File: src/rtl/hcsr04_ctrl_if.sv
// HC-SR04 controller pin bundle: start pulse and echo in, trigger and result strobe out.
// The controller binds the slave modport; the start source/sensor side binds master.
interface hcsr04_ctrl_if;
   logic       i_start;
   logic       echo;
   logic       o_trig;
   logic [8:0] o_dist;
   logic       o_valid;
   logic       o_err;
   logic       o_busy;

   modport master (
      output i_start, echo,
      input  o_trig, o_dist, o_valid, o_err, o_busy
   );

   modport slave (
      input  i_start, echo,
      output o_trig, o_dist, o_valid, o_err, o_busy
   );
endinterface

File: src/rtl/hcsr04_ctrl.sv
// HC-SR04 ranging FSM: 1 us prescaled trigger/echo timing, echo width -> cm by counting, no divider.
// Define HCSR04_AUTO_EN for free-running repeats after the first start; o_valid pulses once per measurement.
module hcsr04_ctrl #(
   parameter int CLK_HZ      = 100_000_000,
   parameter int TRIG_US     = 10,
   parameter int US_PER_CM   = 58,
   parameter int TIMEOUT_US  = 30_000,
   parameter int COOLDOWN_US = 60_000
) (
   input  logic         clk,
   input  logic         rst,
   hcsr04_ctrl_if.slave bus
);
   localparam int DIV    = CLK_HZ / 1_000_000;
   localparam int MAX_A  = (TIMEOUT_US > COOLDOWN_US) ? TIMEOUT_US : COOLDOWN_US;
   localparam int MAX_US = (MAX_A > TRIG_US) ? MAX_A : TRIG_US;
   localparam int US_W   = $clog2(MAX_US + 1);
   localparam int PRE_W  = $clog2(DIV);
   localparam int SUB_W  = $clog2(US_PER_CM + 1);

   localparam logic [2:0] S_IDLE     = 3'd0;
   localparam logic [2:0] S_TRIG     = 3'd1;
   localparam logic [2:0] S_WAIT     = 3'd2;
   localparam logic [2:0] S_MEASURE  = 3'd3;
   localparam logic [2:0] S_DONE     = 3'd4;
   localparam logic [2:0] S_COOLDOWN = 3'd5;

   logic [2:0]       state_q, state_d;
   logic [PRE_W-1:0] pre_q, pre_d;
   logic [US_W-1:0]  us_q, us_d;
   logic [SUB_W-1:0] sub_q, sub_d;
   logic [8:0]       cm_q, cm_d;
   logic [8:0]       dist_q, dist_d;
   logic             err_q, err_d;
   logic             valid_q, valid_d;
   logic             echo_s1_q, echo_s2_q, echo_d1_q;
   logic             tick, echo_rise, echo_fall;

   assign tick      = (pre_q == PRE_W'(DIV - 1));
   assign echo_rise = echo_s2_q & ~echo_d1_q;
   assign echo_fall = ~echo_s2_q & echo_d1_q;

   always_comb begin
      state_d = state_q;
      pre_d   = tick ? '0 : pre_q + 1'b1;
      us_d    = tick ? us_q + 1'b1 : us_q;
      sub_d   = sub_q;
      cm_d    = cm_q;
      dist_d  = dist_q;
      err_d   = err_q;
      valid_d = 1'b0;
      case (state_q)
         S_IDLE: begin
            if (bus.i_start) state_d = S_TRIG;
         end
         S_TRIG: begin
            if (tick && us_q == US_W'(TRIG_US - 1)) state_d = S_WAIT;
         end
         S_WAIT: begin
            if (echo_rise) begin
               state_d = S_MEASURE;
               sub_d   = '0;
               cm_d    = '0;
            end else if (tick && us_q == US_W'(TIMEOUT_US - 1)) begin
               state_d = S_COOLDOWN;
               err_d   = 1'b1;
               valid_d = 1'b1;
            end
         end
         S_MEASURE: begin
            // a tick landing on the fall-detect cycle still counts toward the width
            if (tick) begin
               if (sub_q == SUB_W'(US_PER_CM - 1)) begin
                  sub_d = '0;
                  if (cm_q != 9'd511) cm_d = cm_q + 1'b1;
               end else begin
                  sub_d = sub_q + 1'b1;
               end
            end
            if (echo_fall) begin
               state_d = S_DONE;
            end else if (tick && us_q == US_W'(TIMEOUT_US - 1)) begin
               state_d = S_COOLDOWN;
               err_d   = 1'b1;
               valid_d = 1'b1;
            end
         end
         S_DONE: begin
            dist_d  = cm_q;
            err_d   = 1'b0;
            valid_d = 1'b1;
            state_d = S_COOLDOWN;
         end
         S_COOLDOWN: begin
            if (tick && us_q == US_W'(COOLDOWN_US - 1)) begin
`ifdef HCSR04_AUTO_EN
               state_d = S_TRIG;
`else
               state_d = S_IDLE;
`endif
            end
         end
         default: state_d = S_IDLE;
      endcase
      // every state starts timing from a fresh microsecond boundary
      if (state_d != state_q) begin
         pre_d = '0;
         us_d  = '0;
      end
   end

   always_ff @(posedge clk) begin
      if (rst) begin
         state_q   <= S_IDLE;
         pre_q     <= '0;
         us_q      <= '0;
         sub_q     <= '0;
         cm_q      <= '0;
         dist_q    <= '0;
         err_q     <= 1'b0;
         valid_q   <= 1'b0;
         echo_s1_q <= 1'b0;
         echo_s2_q <= 1'b0;
         echo_d1_q <= 1'b0;
      end else begin
         state_q   <= state_d;
         pre_q     <= pre_d;
         us_q      <= us_d;
         sub_q     <= sub_d;
         cm_q      <= cm_d;
         dist_q    <= dist_d;
         err_q     <= err_d;
         valid_q   <= valid_d;
         echo_s1_q <= bus.echo;
         echo_s2_q <= echo_s1_q;
         echo_d1_q <= echo_s2_q;
      end
   end

   assign bus.o_trig  = (state_q == S_TRIG);
   assign bus.o_busy  = (state_q != S_IDLE);
   assign bus.o_dist  = dist_q;
   assign bus.o_err   = err_q;
   assign bus.o_valid = valid_q;
endmodule

File: src/flat_wrapper.sv
// flat-port wrapper written by rule: the top's interface ports become plain ports
module hcsr04_ctrl_flat 
#(
   parameter int CLK_HZ      = 100_000_000,
   parameter int TRIG_US     = 10,
   parameter int US_PER_CM   = 58,
   parameter int TIMEOUT_US  = 30_000,
   parameter int COOLDOWN_US = 60_000
)
  (clk, rst, bus_i_start, bus_echo, bus_o_trig, bus_o_dist, bus_o_valid, bus_o_err, bus_o_busy);
  hcsr04_ctrl_if bus_i ();
  input  logic clk;
  input  logic rst;
  input wire logic [$bits(bus_i.i_start)-1:0] bus_i_start;
  input wire logic [$bits(bus_i.echo)-1:0] bus_echo;
  output wire logic [$bits(bus_i.o_trig)-1:0] bus_o_trig;
  output wire logic [$bits(bus_i.o_dist)-1:0] bus_o_dist;
  output wire logic [$bits(bus_i.o_valid)-1:0] bus_o_valid;
  output wire logic [$bits(bus_i.o_err)-1:0] bus_o_err;
  output wire logic [$bits(bus_i.o_busy)-1:0] bus_o_busy;
  assign bus_i.i_start = bus_i_start;
  assign bus_i.echo = bus_echo;
  assign bus_o_trig = bus_i.o_trig;
  assign bus_o_dist = bus_i.o_dist;
  assign bus_o_valid = bus_i.o_valid;
  assign bus_o_err = bus_i.o_err;
  assign bus_o_busy = bus_i.o_busy;
  hcsr04_ctrl #(.CLK_HZ(CLK_HZ), .TRIG_US(TRIG_US), .US_PER_CM(US_PER_CM), .TIMEOUT_US(TIMEOUT_US), .COOLDOWN_US(COOLDOWN_US)) u_core (.clk(clk), .rst(rst), .bus(bus_i));
endmodule
File: config.mk
export PLATFORM = sky130hd
export DESIGN_NAME = hcsr04_ctrl_flat
export DESIGN_NICKNAME = d
export VERILOG_FILES = /design/src/rtl/hcsr04_ctrl_if.sv /design/src/rtl/hcsr04_ctrl.sv /design/src/flat_wrapper.sv
export SDC_FILE = /design/constraint.sdc
export NUM_CORES = 1
export LEC_CHECK = 0
export CAP_MARGIN = 0
export CORE_UTILIZATION = 55
export DETAILED_ROUTE_END_ITERATION = 8
export PLACE_DENSITY = 0.75
export SYNTH_ARGS = -nofsm -noshare
export SYNTH_HDL_FRONTEND = slang
export SYNTH_SLANG_ARGS = --single-unit
export TNS_END_PERCENT = 20
File: constraint.sdc
create_clock -name clk -period 5.15 [get_ports clk]
set_input_delay 0.7725 -clock clk [delete_from_list [all_inputs] [get_ports clk]]
set_output_delay 0.7725 -clock clk [all_outputs]
set_load 0.005 [all_outputs]
==> results of run 1 <==
logic make-up after synthesis:
group           share of synthesized area, %
simple gates                           31.48
flops                                  41.73
compound gates                         11.05
xor+xnor                               8.962
buf+inv                                3.461
fa+ha+maj                              3.319
state kept, by name (all words and copies together) (netlist names):
| name | count |
|---|---|
| u_core.echo_s1_q | 1 |
| u_core.us_q | 16 |
| u_core.pre_q | 7 |
| u_core.bus.o_err | 1 |
| u_core.bus.o_dist | 9 |
| u_core.state_q | 3 |
| u_core.sub_q | 6 |
| u_core.echo_s2_q | 1 |
| u_core.cm_q | 9 |
| u_core.echo_d1_q | 1 |
| u_core.bus.o_valid | 1 |
final timing paths:
path	from	end	slack [ns]	cells after the start
setup / recovery	u_core.pre_q[0]$_SDFF_PP0_	u_core.us_q[14]$_SDFFE_PP0P_	2.21	7
setup reg to reg	u_core.pre_q[0]$_SDFF_PP0_	u_core.us_q[14]$_SDFFE_PP0P_	2.21	7
hold reg to reg	u_core.echo_s1_q$_SDFF_PP0_	u_core.echo_s2_q$_SDFF_PP0_	0.46	1
hold / removal	u_core.echo_s1_q$_SDFF_PP0_	u_core.echo_s2_q$_SDFF_PP0_	0.46	1
power breakdown:
part | total, mW | internal, mW | switching [mW]
sequential | 0.433 | 0.428 | 0.00504
clock | 0.253 | 0.123 | 0.130
combinational | 0.0284 | 0.0105 | 0.0179
total | 0.714 | 0.561 | 0.153
stage by stage:
stage / area (um^2) / cells / hold slack (ns) / utilization (%)
2_1_floorplan: 2639 / 322 / 0.4138 / -
3_3_place_gp: 2806 / 376 / 0.4246 / 62.72
3_5_place_dp: 2806 / 376 / 0.4306 / 62.72
4_1_cts: 2907 / 384 / 0.4546 / 64.96
5_1_grt: 2907 / 384 / 0.4764 / 64.96
6_report: 2907 / 384 / 0.4550 / 64.96
layout by cell type (no fill, tap or decap), drive strengths merged, types with 2 or more instances in the layout:
cell | netlist | layout
a21o | 2 | 2
a21oi | 21 | 21
a311oi | 3 | 3
a31oi | 3 | 3
and2 | 5 | 5
and3 | 9 | 9
clkbuf | 12 | 8
clkdlybuf4s50 | 0 | 16
dfxtp | 55 | 55
ha | 7 | 7
inv | 7 | 7
nand2 | 39 | 39
nand2b | 6 | 6
nand3 | 21 | 21
nand4 | 15 | 15
nor2 | 45 | 45
nor2b | 5 | 5
nor3 | 8 | 8
nor4 | 4 | 4
nor4b | 2 | 2
o21ai | 7 | 7
o22ai | 2 | 2
or2 | 2 | 2
or3 | 2 | 2
xnor2 | 9 | 9
xor2 | 18 | 18
per-layer routing:
layer  GRT usage (%)  vias to the layer above  wire (um)
met5               0                        -          0
met4           7.778                        0         23
met3           3.797                        2        185
met2           35.13                       39       2285
met1           32.92                     1018       2776
li1                -                     1135          -
layout make-up:
cell class	instances	area share, %
Clock buffer	8	3.444
Inverter	7	0.9040
Tap cell	52	2.238
Multi-Input combinational cell	245	49.76
Timing Repair Buffer	17	5.768
Sequential cell	55	37.88
worst max-delay path: cells and delay by family, from the launching register on:
kind / cells / cell delay, ns
compound gates: 2 / 0.94
fa+ha+maj: 1 / 0.24
flops: 1 / 0.40
simple gates: 4 / 1.21
==> results.cfg, run 1 <==
[run_status]
status = finished, violations left
violations = DRC

[sta]
setup_tns_ns = 0
timing.final.crit_share_pct = 57.06
worst_slew_pin_slew_ns = 0.9690
clock.fmax_mhz = 340.3
rsz0062_at_grt = false
drv_slew = 0
slew_headroom_pct = 35.02
fin_ws_ns = 2.211
finalClockSkew_ns = 0.005556
finalCriticalPeriod_ns = 2.939
hold_violations = 0
setup_viol = 0

[floorplan]
dieHeight_um = 71.27
fp-row-count = 24
coreArea_um2 = 4474
start_util_pct = 58.98
ios = 17
die_w_um = 71.27
dieArea_um2 = 5079

[cells_and_area]
multi_input_area_um2 = 1446
diodes = 0
fillers = 396
areaGrowthSynthToFinish_pct = 10.15
drive_gt1_share_pct = 4.819
nNetsFinal = 342
ff_latch_area_um2 = 1101

[hold_path]
hold_class = reg2reg

[synthesis]
synth_fp_nets = 333
synth_edf_count = 0
synth-seq-cells = 55
async_reset_ff_share_pct = 0
avgSynthCellArea_um2 = 8.195
ys_types = 42
synth_top_area_cell = dfxtp_1
synth_common_cells = dfxtp_1, nor2_1, nand2_1, a21oi_1, nand3_1
synth_area_leaders = dfxtp_1, nor2_1, xor2_1
syn-instance-count = 322
post-synth-top-count-cell = dfxtp_1
synth_top_cell_area_share_pct = 41.73
yosysSeqAreaShare_pct = 41.73
synth_ff_type = dfxtp_1
synth_warnings = 0
netlist_area_um2 = 2639

[clock_tree]
h-tree-depth = 2
cts_resized = 0
cts_root_buf = clkbuf_8
cts_setup_buffers = 0
clkLatencyLatePin_ns = 0.30
numCtsBuffers = 5
clockBufferDepth = 2
cts_hold_buffers = 0
cts_sinks = 55
clkTransAtPathRegs_ns = 0.09
cts_tree = yes

[global_routing]
grt_max_degree = 27
grt_first_pass_wirelength_um = 9246
overflow = 0
grt_pass1_vias = 2075
antenna_found_initial = 0
grt_use_total_pct = 22.93

[routing]
vias_per_cell = 5.714
final_antenna_net_count = 0
num_vias = 2194
drt-initial-drc-count = 127
wl_um = 5270
drc = 1
first_pass_iters = 6
wl_per_cell_um = 13.72

[placed_design]
place_hpwl_um = 3713
io_buffers = 16
post-place-ws_ns = 2.096
place_congestion = 0.8433

[worst_setup_path]
path_max_fanout = 23
worstPathRequired_ns = 5.30
path_cells = ha_1 -> and2_0 -> nand2_1 -> nor4_2 -> o22ai_1 -> o2bb2ai_2 -> nor2_1
cp.arrival_ns = 3.09
slowest_stage = o2bb2ai_2
criticalPathCategory = reg2reg
startpoint_type = flip-flop
cp-end-kind = flip-flop
max_stage_delay_ns = 0.78

[pwr]
ir_drop_mv = 0.1756
power.total_mw = 0.7139
p_per_area_nw_per_um2 = 245.6
p_leak_nw = 0.9740

[flow_run]
max_cap_viol_count = 0
No activity file was read; power rests on OpenSTA's default activity.
==> run 2: changes to the inputs <==
--- a/config.mk
+++ b/config.mk
@@ -6,7 +6,7 @@
 export NUM_CORES = 1
 export LEC_CHECK = 0
 export CAP_MARGIN = 0
-export CORE_UTILIZATION = 55
+export CORE_UTILIZATION = 53
 export DETAILED_ROUTE_END_ITERATION = 8
 export PLACE_DENSITY = 0.75
 export SYNTH_ARGS = -nofsm -noshare
==> constraint.sdc (replaced) <==
create_clock -name clk -period 2.4 [get_ports clk]
set_input_delay 0.36 -clock clk [delete_from_list [all_inputs] [get_ports clk]]
set_output_delay 0.36 -clock clk [all_outputs]
set_load 0.005 [all_outputs]
==> run 2 against run 1 <==
Net effect: the flow now finishes without violations; sequential cell count did not move; final cell count rose by 6.0%; first-iteration DRC count rose by 47%; global-route usage fell by 1.2 points; core utilization fell by 1.9 points; clock skew rose by 0.0037 ns; cell area rose by 3.1%; critical path type is now reg2out.
==> results.cfg, run 2 (same netlist as run 1, synthesis figures left out) <==
[cells_and_area]
drive_gt1_share_pct = 7.647
layout.cells.most_common = dfxtp_1
layout_common_cells = dfxtp_1, nor2_1, nand2_1
fin_area_um2 = 2998
largest-register = u_core.us_q
diodes = 0
final_util_pct = 63.05
largest_reg_flops = 16
areaGrowthSynthToFinish_pct = 13.61
fillers = 424
nNetsFinal = 350

[floorplan]
ios = 17
die_w_um = 72.56
coreArea_um2 = 4755
dieArea_um2 = 5265
dieHeight_um = 72.56
start_util_pct = 55.50
fp-row-count = 25

[sta]
timing.final.crit_share_pct = 91.90
hold_violations = 0
rsz0062_at_grt = false
drv_slew = 0
fin_ws_ns = 0.1943
clock.fmax_mhz = 453.4
setup_viol = 0
finalCriticalPeriod_ns = 2.206
whs_ns = 0.4543
setup_tns_ns = 0
worst_slew_pin_slew_ns = 0.6504
slew_headroom_pct = 56.48
finalClockSkew_ns = 0.009263

[worst_setup_path]
ff2ff_path_depth = 7
reg2reg_from = u_core.pre_q[3]$_SDFF_PP0_
startpoint_type = flip-flop
worstPathRequired_ns = 2.04
cp-end-kind = output port
reg2reg_slack_ns = 0.21
worstReg2RegEnd = u_core.pre_q[6]$_SDFF_PP0_
cp.arrival_ns = 1.85
criticalPathCategory = reg2out
path_max_fanout = 13

[clock_tree]
cts_root_buf = clkbuf_8
h-tree-depth = 2
clkTransAtPathRegs_ns = 0.11
numCtsBuffers = 5
clkLatencyLatePin_ns = 0.31
cts_setup_buffers = 0
cts_resized = 0
cts_hold_buffers = 0
clockBufferDepth = 2
cts_tree = yes
cts_sinks = 55

[routing]
drc = 0
vias_per_cell = 5.521
num_vias = 2247
drt-initial-drc-count = 187
wl_per_cell_um = 13.03
final_antenna_net_count = 0
wl_um = 5304
first_pass_iters = 4

[placed_design]
place_hpwl_um = 3805
placed_cell_area_um2 = 2885
place_congestion = 0.8773
post-place-ws_ns = 0.1518
io_buffers = 16

[pwr]
p_leak_nw = 1.027
p_per_area_nw_per_um2 = 512.9
ir_drop_mv = 0.4259

[global_routing]
overflow = 0
grt_first_pass_wirelength_um = 9025
grt_pass1_vias = 1990
grt_max_degree = 24
grt_use_total_pct = 21.75
antenna_found_initial = 0

[hold_path]
hp-start = u_core.echo_s1_q$_SDFF_PP0_
min_delay_path_depth = 1
hold_class = reg2reg
hold_end = u_core.echo_s2_q$_SDFF_PP0_

[flow_run]
max_cap_viol_count = 0

[run_status]
status = finished clean
-- run 2: cell types whose count changed in the layout (fill, tap and decap cells not counted), sizes merged --
cell	delta
clkbuf	-3
buf	+8
clkinvlp	+1
inv	+2
-- run 2: worst max-delay path, stage by stage (launching register included) --
cell	delay, ns
dfxtp_1	0.65
nand2b_1	0.18
nor2_1	0.17
clkdlybuf4s50_1	0.54
-- run 2: metrics by stage --
stage | power [mW] | instances
2_1_floorplan | 0.9925 | 322
3_3_place_gp | 1.016 | 399
3_5_place_dp | 1.016 | 399
4_1_cts | 1.549 | 407
5_1_grt | 1.590 | 407
6_report | 1.538 | 407
-- run 2: cell type report --
cell class,count,area (um^2),share of cell area [%]
Clock buffer,5,68.82,2.295
Clock inverter,3,27.53,0.9182
Inverter,7,26.28,0.8765
Multi-Input combinational cell,245,1459,48.66
Sequential cell,55,1101,36.73
Tap cell,67,83.83,2.796
Timing Repair Buffer,25,231.5,7.721
-- run 2: layer usage --
| metal | vias up | GRT usage [%] | share of wire, % |
|---|---|---|---|
| li1 | 1150 | - | - |
| met1 | 1047 | 29.95 | 50 |
| met2 | 41 | 34.68 | 45 |
| met3 | 9 | 4.167 | 2.8 |
| met4 | 0 | 6.318 | 1.8 |
| met5 | - | 0 | 0 |
-- run 2: power by group --
part | internal [mW] | switching [mW]
Sequential | 0.918 | 0.0111
Clock | 0.217 | 0.323
Combinational | 0.0273 | 0.0411
-- run 2: how the worst max path moves through the flow --
stage / start / cells past startpoint / slack [ns] / end
2_1_floorplan: u_core.pre_q[0]$_SDFF_PP0_ / 9 / 0.32 / u_core.pre_q[5]$_SDFF_PP0_
3_3_place_gp: u_core.pre_q[3]$_SDFF_PP0_ / 7 / 0.21 / u_core.us_q[1]$_SDFFE_PP0P_
3_5_place_dp: u_core.pre_q[3]$_SDFF_PP0_ / 7 / 0.15 / u_core.us_q[12]$_SDFFE_PP0P_
4_1_cts: u_core.pre_q[3]$_SDFF_PP0_ / 7 / 0.12 / u_core.pre_q[5]$_SDFF_PP0_
5_1_grt: u_core.pre_q[0]$_SDFF_PP0_ / 8 / 0.03 / u_core.us_q[10]$_SDFFE_PP0P_
6_report: u_core.state_q[0]$_SDFF_PP0_ / 3 / 0.19 / bus_o_trig
==> RTL change (flow settings as in run 2) <==
The option `HCSR04_AUTO_EN` is turned on by a define.
--- a/src/rtl/hcsr04_ctrl.sv
+++ b/src/rtl/hcsr04_ctrl.sv
@@ -1,4 +1,6 @@
 // HC-SR04 ranging FSM: 1 us prescaled trigger/echo timing, echo width -> cm by counting, no divider.
 // Define HCSR04_AUTO_EN for free-running repeats after the first start; o_valid pulses once per measurement.
+`define HCSR04_AUTO_EN
+
 module hcsr04_ctrl #(
    parameter int CLK_HZ      = 100_000_000,
Formal check against the unedited RTL: same outputs for any inputs over 10 cycles, from zero or initial values and one cycle with rst high; that may be too few to reach the edited logic, so the function may still have changed.
==> RTL change against run 2 <==
Sequential power barely moved. Synthesized cell count rose by 3.1%. Design area rose by 4.4%. Worst setup slack got worse by 0.13 ns. Count of clock-buffer cells in the layout rose by 1. Wire length rose by 9.8%. Area after synthesis rose by 2.5%. Total power rose by 5.5%. Utilization rose by 1.9 points. Sequential cell count did not move. Critical path type is now flip-flop to flip-flop. Highest routed layer unchanged.
==> RTL change: results (changes against run 2) <==
metric	value	unit	change
r2r worst-path depth	8		was 7
Synth Area in Compound Gates	13.6	%	was 11.0%
Yosys cell types	47		was 42
Synth Area in XOR/XNOR	6.80	%	was 8.96%
GRT Util Overall	22.7	%	was 21.8%
Signal buffers	27		was 25
share of cells above drive strength 1	9.35	%	was 7.65%
worst-path fanout max	7		was 13
CLK BUF	6		was 5
register share of the cell area	35.2	%	was 36.7%
status	finished clean		unchanged
Slew @ Worst Pin	0.528	ns	was 0.650 ns
Total Wirelength	5820	um	was 5300 um
RD Place Congestion	0.867		was 0.877
placed instance count	411		was 399
Util after Layout	65.0	%	was 63.1%
M1 WL	2690	um	was 2680 um
Synth Instances	332		was 322
synth top area cells	dfxtp_1 41%, nand2_1 5.6%, a21oi_1 5.2%, xnor2_1 5.2%, nor3_1 4.4%		was dfxtp_1 42%, nor2_1 6.4%, xor2_1 6.0%, nand2_1 5.5%, a21oi_1 4.0%
vias in the first global route	2124		was 1,990
Placed Area	2970	sq um	was 2890 sq um
seq pwr	0.000927	W	was 0.000930 W
routed len/inst	13.9	um	was 13.0 um
clk_skew	0.00997	ns	was 0.00926 ns
pre-CTS setup slack	0.0477	ns	was 0.152 ns
FFs & Latches	55		unchanged
non-clk buf share	7.76	%	was 7.72%
DR WL met2	2860	um	was 2380 um
met1 usage	28.1	%	was 29.9%
Vias/cell	5.70		was 5.52
P_sw	0.000339	W	was 0.000375 W
multi-input logic area	1540	sq um	was 1460 sq um
Post-Synth Adder-Cell Area	3.24	%	was 3.32%
final net count	363		was 350
Mapped Nets	343		was 333
invs w/o clock	13		was 7
WP data arrival	2.59	ns	was 1.85 ns
met3 Track Usage GR	4.12	%	was 4.17%
Logic power comb	0.0000595	W	was 0.0000684 W
worst vdd ir	0.000377	V	was 0.000426 V
clk cell area share	3.76	%	was 3.21%
Multi-In Gates	250		was 245
cell at the slowest stage of the critical path	o41a_1		was dfxtp_1
first-pass GRT wire length	9520	um	was 9030 um
Seq/Total Area, Yosys	40.7	%	was 41.7%
Leakage	1.03	nW	about the same
Post-synth top cells	55 x dfxtp_1, 40 x nand2_1, 30 x nor2_1		was 55 x dfxtp_1, 45 x nor2_1, 39 x nand2_1
grt met2 use	39.8	%	was 34.7%
[RTL change: worst paths after layout]
path	slack, ns	startpoint	to
worst max-delay path	0.06	u_core.cm_q[0]$_SDFFE_PP0P_	u_core.cm_q[3]$_SDFFE_PP0P_
worst min-delay path	0.46	u_core.echo_s1_q$_SDFF_PP0_	u_core.echo_s2_q$_SDFF_PP0_
worst max register to register	0.06	u_core.cm_q[0]$_SDFFE_PP0P_	u_core.cm_q[3]$_SDFFE_PP0P_
worst min register to register	0.46	u_core.echo_s1_q$_SDFF_PP0_	u_core.echo_s2_q$_SDFF_PP0_
[RTL change: stage by stage]
| step | TNS (ns) | hold slack [ns] |
|---|---|---|
| 2_1_floorplan | 0 | 0.414 |
| 6_report | 0 | 0.456 |
| 4_1_cts | 0 | 0.464 |
| 5_1_grt | -0.128 | 0.478 |
| 3_3_place_gp | 0 | 0.419 |
| 3_5_place_dp | 0 | 0.437 |
